==> src/rtl/imm_ext_pkg.sv <==
// Shared constants for the immediate-extension block: mode encodings used by
// both the extension datapath and any decode that produces in_mode.
package imm_ext_pkg;

  typedef enum logic [1:0] {
    MODE_ZERO   = 2'b00,  // zero-pad to output width
    MODE_SIGN   = 2'b01,  // sign-extend from the top input bit
    MODE_UPPER  = 2'b10,  // place in the top bits, low bits zero
    MODE_BRANCH = 2'b11   // sign-extend then shift left by 2 (word offset)
  } imm_mode_e;

endpackage

==> src/rtl/imm_ext_core.sv <==
// Purely combinational immediate extender: IN_W raw bits -> OUT_W value.
module imm_ext_core
  import imm_ext_pkg::*;
#(
  parameter int IN_W  = 16,
  parameter int OUT_W = 32
) (
  input  logic [IN_W-1:0]  imm_i,
  input  logic [1:0]       mode_i,
  output logic [OUT_W-1:0] ext_o
);

  logic [OUT_W-1:0] sext;

  assign sext = {{(OUT_W-IN_W){imm_i[IN_W-1]}}, imm_i};

  // Select the extension form; branch reuses the sign-extended value.
  always_comb begin
    ext_o = '0;
    case (imm_mode_e'(mode_i))
      MODE_ZERO:   ext_o = {{(OUT_W-IN_W){1'b0}}, imm_i};
      MODE_SIGN:   ext_o = sext;
      MODE_UPPER:  ext_o = {imm_i, {(OUT_W-IN_W){1'b0}}};
      MODE_BRANCH: ext_o = {sext[OUT_W-3:0], 2'b00};
      default:     ext_o = '0;
    endcase
  end

endmodule

==> src/rtl/imm_extend_unit.sv <==
// Immediate extension unit: extends on input, buffers extended results in a
// small FIFO with valid/ready handshakes, and counts delivered results.
module imm_extend_unit
  import imm_ext_pkg::*;
#(
  parameter int IN_W  = 16,
  parameter int OUT_W = 32,
  parameter int DEPTH = 2
) (
  input  logic             clk,
  input  logic             rst_n,
  input  logic             in_valid,
  output logic             in_ready,
  input  logic [IN_W-1:0]  in_imm,
  input  logic [1:0]       in_mode,
  output logic             out_valid,
  input  logic             out_ready,
  output logic [OUT_W-1:0] out_imm,
  output logic [7:0]       count
);

  localparam int PTR_W = (DEPTH > 1) ? $clog2(DEPTH) : 1;
  localparam int OCC_W = $clog2(DEPTH + 1);
  localparam logic [OCC_W-1:0] OCC_FULL = OCC_W'(DEPTH);
  localparam logic [PTR_W-1:0] PTR_LAST = PTR_W'(DEPTH - 1);

  // Reject illegal parameter sets at elaboration.
  if (OUT_W < IN_W + 2 || DEPTH < 1) begin : g_bad_params
    $error("imm_extend_unit: need OUT_W >= IN_W+2 and DEPTH >= 1");
  end

  logic [OUT_W-1:0] mem_q [DEPTH];
  logic [PTR_W-1:0] wr_ptr_q, wr_ptr_d;
  logic [PTR_W-1:0] rd_ptr_q, rd_ptr_d;
  logic [OCC_W-1:0] occ_q, occ_d;
  logic [7:0]       count_q, count_d;
  logic [OUT_W-1:0] ext_val;
  logic             push, pop;

  function automatic logic [PTR_W-1:0] ptr_inc(input logic [PTR_W-1:0] p);
    return (p == PTR_LAST) ? '0 : p + PTR_W'(1);
  endfunction

  imm_ext_core #(.IN_W(IN_W), .OUT_W(OUT_W)) u_core (
    .imm_i  (in_imm),
    .mode_i (in_mode),
    .ext_o  (ext_val)
  );

  // When full, a simultaneous pop frees the head slot, so input may pass through.
  assign in_ready  = (occ_q < OCC_FULL) || out_ready;
  assign out_valid = (occ_q != '0);
  assign out_imm   = mem_q[rd_ptr_q];
  assign count     = count_q;
  assign push      = in_valid && in_ready;
  assign pop       = out_valid && out_ready;

  // Next-state for pointers, occupancy and delivered-result counter.
  always_comb begin
    wr_ptr_d = push ? ptr_inc(wr_ptr_q) : wr_ptr_q;
    rd_ptr_d = pop  ? ptr_inc(rd_ptr_q) : rd_ptr_q;
    count_d  = pop  ? count_q + 8'd1    : count_q;
    occ_d    = occ_q;
    case ({push, pop})
      2'b10:   occ_d = occ_q + OCC_W'(1);
      2'b01:   occ_d = occ_q - OCC_W'(1);
      default: occ_d = occ_q;
    endcase
  end

  // FIFO state; storage is cleared on reset so out_imm reads zero until written.
  always_ff @(posedge clk) begin
    if (!rst_n) begin
      wr_ptr_q <= '0;
      rd_ptr_q <= '0;
      occ_q    <= '0;
      count_q  <= '0;
      for (int i = 0; i < DEPTH; i++) mem_q[i] <= '0;
    end else begin
      wr_ptr_q <= wr_ptr_d;
      rd_ptr_q <= rd_ptr_d;
      occ_q    <= occ_d;
      count_q  <= count_d;
      if (push) mem_q[wr_ptr_q] <= ext_val;
    end
  end

endmodule

==> config.mk <==
export PLATFORM = sky130hd
export DESIGN_NAME = imm_extend_unit
export DESIGN_NICKNAME = d
export VERILOG_FILES = /design/src/rtl/imm_ext_pkg.sv /design/src/rtl/imm_ext_core.sv /design/src/rtl/imm_extend_unit.sv
export SDC_FILE = /design/constraint.sdc
export NUM_CORES = 1
export LEC_CHECK = 0
export CORE_MARGIN = 2
export CORE_UTILIZATION = 48
export DETAILED_ROUTE_END_ITERATION = 10
export GPL_ROUTABILITY_DRIVEN = 0
export PLACE_DENSITY = 0.83
export SLEW_MARGIN = 5
export SYNTH_ARGS = -nofsm -noshare
export SYNTH_HDL_FRONTEND = slang
export SYNTH_HIERARCHICAL = 1
export SYNTH_SLANG_ARGS = --single-unit
==> constraint.sdc <==
create_clock -name clk -period 2.1 [get_ports clk]
set_clock_uncertainty 0.15 [all_clocks]
set_input_delay 0.42 -clock clk [delete_from_list [all_inputs] [get_ports clk]]
set_output_delay 0.42 -clock clk [all_outputs]
set_load 0.02 [all_outputs]
==> metrics.txt <==
status=complete, no violations; fill cell total of the finished layout=578; Layout Nets=383; GRT Util Overall=18.7%; Final setup viols=0; Hold Path Stages=2; most frequent cells in the layout=and2_1 (64), edfxtp_1 (64), buf_2 (32); core area=7370 µm²; Critical Path RT=1.53 ns; first-pass GRT wire length=12,100 µm; Worst Setup Start Kind=flop; reg2reg end=occ_q[1]$_SDFFE_PN0P_; Finished Cell Area=4650 µm²; # DRC=0; Seq/Total Area, Yosys=59.1%; IO Count=64; static leakage=1.95 nW; reg2reg setup slack=0.38 ns; Post-Syn Instances=279; clock transition at the registers of the reported paths=0.08 ns; initial drt markers=269; # Post-CTS Setup Buffers=0; die width=91.7 µm; Port Buffers=63; post-synth top area share=52.1%; largest net degree at the start of global routing=33; crit path cell chain=buf_12 > mux2_2 > buf_2; htree depth=3; worst skew pair latency=0.34 ns; final hold violations=0; initial antenna violation count=0; Syn Nets=303; CP peak stage delay=0.39 ns; Yosys top cell by area=edfxtp_1; overflow left after global routing=0; Slew HR=77.1%; final wirelength=7780 µm; Critical Path AT=1.43 ns; Area Growth Syn to Fin=25.9%; Die ar.=8410 µm²; fin cells=463; critical register-to-register path startpoint=occ_q[1]$_SDFFE_PN0P_; cell area after placement=4550 µm²; CTS max path bufs=2; worst min-delay path startpoint=count[6]$_SDFFE_PN0P_; fmax=499 MHz; Die Y=91.7 µm; Int Pwr=0.00318 W; Final Critical Period=2.00 ns; max cap viols=0; post-synth cell types=42; share of post-route cells with drive strength above 1=31.9%; Synth area leaders=edfxtp_1 (52%), and2_1 (11%), mux2_2 (9.1%); Initial DRT Pass Iterations=4; RSZ-0062 raised after global routing=no; CTS tree=yes; NetSw=0.00140 W; endpoint type of the worst setup path=output port; CP Max Fanout=16; sequential share of power=42.1%; VDD IR max=0.464 mV; worst path buffer plus inverter count=2; drt wl/cell=16.8 µm; antenna fix cells=0; power share of the clock group=26.9%; number of synthesis warnings=6; kind of critical path=reg -> out; Sw Ratio=30.6%; Mean Syn Cell Area=13.2 µm²; Slowest-stage cell, CP=dfxtp_4; Logic pwr share=31.0%; Slew Viols, Final=0; dpl cells=446; Synth Register Bits=77; post-detail-place hpwl=5150 µm; Hold Buf Count CTS=0; Hold EP=count[6]$_SDFFE_PN0P_; vias in the first global route=2,463; cell family with most CP delay=flip-flops; Avg Vias per Cell=5.30; CTS Buf Count=9; root buffer cell=clkbuf_8; Setup TNS=0 ns; fin crit share=95.5%; Initial Util=50.1%; Hold Crit Class=reg -> reg; Core Rows=31; Worst R2R Path Depth=6; ANT nets after route=0; pwr/cell area=986 nW/µm²; Cell Area, Synth=3690 µm²; routed vias=2,454; clock sinks=77; Slew @ Worst Pin=0.343 ns
logic make-up after synthesis:
family                   synth area share (%)
XOR/XNOR                                 1.19
multiplexers                             10.9
AND/OR/NAND/NOR                          16.2
buffers and inverters                    3.08
flip-flops                               59.1
adder cells (fa/ha/maj)                 0.678
AO/OA/AOI/OAI                            8.84
cell usage after synthesis (all sizes together):
master  instances
a21bo           1
a21o           14
a21oi           5
a22o           15
and2           66
and2b           3
and4            1
and4b           1
buf             8
clkbuf          8
dfxtp          13
edfxtp         64
ha              2
inv             3
mux2           33
mux2i           3
nand2           6
nand2b          4
nand3           1
nand3b          1
nand4           2
nor2            8
o211ai          1
o21a            1
o21ai           3
o31ai           2
or2             1
or3             2
or4             2
xnor2           1
xor2            4
stage by stage:
stage / utilization, % / total power, W / hold slack, ns / worst slack (ns)
3_3_place_gp: 61.8 / 0.00348 / 0.320 / -0.0822
4_1_cts: 65.5 / 0.00472 / 0.353 / 0.000866
6_report: 63.1 / 0.00458 / 0.351 / 0.0951
2_1_floorplan: - / 0.00282 / 0.322 / 0.00808
5_1_grt: 63.1 / 0.00477 / 0.387 / 0.0427
3_5_place_dp: 61.8 / 0.00351 / 0.343 / -0.105
cell type report:
class / count / area, µm² / area share (%)
Sequential cell: 77 / 2190 / 47.0
Multi-Input combinational cell: 183 / 1400 / 30.1
Timing Repair Buffer: 85 / 703 / 15.1
Clock buffer: 9 / 124 / 2.67
Tap cell: 99 / 124 / 2.67
Clock inverter: 7 / 100 / 2.15
Inverter: 3 / 11.3 / 0.242
layer usage:
metal  track usage [%]  part of all wire, %  vias up
met5                 0                    0        -
li1                  -                    -     1168
met2              31.5                   50       77
met3              4.27                  4.7        8
met1              23.8                   44     1201
met4              6.22                  1.2        0
registers in the layout (all words and copies together) (netlist names), named ones only:
register,count
mem_q,64
count,8
occ_q,2
rd_ptr_q,1
wr_ptr_q,1
worst max path at each step:
stage	startpoint	to	slack, ns	cells past startpoint
2_1_floorplan	out_ready	mem_q[0][0]$_SDFFCE_PN0P_	0.008	3
3_3_place_gp	out_ready	in_ready	-0.08	3
3_5_place_dp	out_ready	occ_q[1]$_SDFFE_PN0P_	-0.11	8
4_1_cts	flop	out_imm[1]	0.0009	3
5_1_grt	count[4]$_SDFFE_PN0P_	count[4]	0.04	1
6_report	flop	out_imm[16]	0.1	3
worst register-to-register path: cells and delay by family, from the launching register on:
family	cells	cell delay (ns)
buf+inv	1	0.16
simple gates	3	0.54
compound gates	1	0.15
flops	1	0.43
fa+ha+maj	1	0.24
timing repair:
| item | 4_1_cts | 5_1_grt |
|---|---|---|
| setup endpoints to repair | 34 | 29 |
| pin swaps | 0 | 0 |
| gates resized for setup | 104 | 29 |
| gates cloned | 1 | 0 |
power by group through the flow:
stage / Combinational (W) / Clock (W) / Sequential, W
finish: 0.00142 / 0.00123 / 0.00193
global route: 0.00152 / 0.00130 / 0.00195
CTS: 0.00155 / 0.00125 / 0.00193
detailed placement: 0.00156 / 0 / 0.00195
global placement: 0.00154 / 0 / 0.00194
floorplan: 0.000876 / 0 / 0.00194
Power figures use the tool's default switching activity.
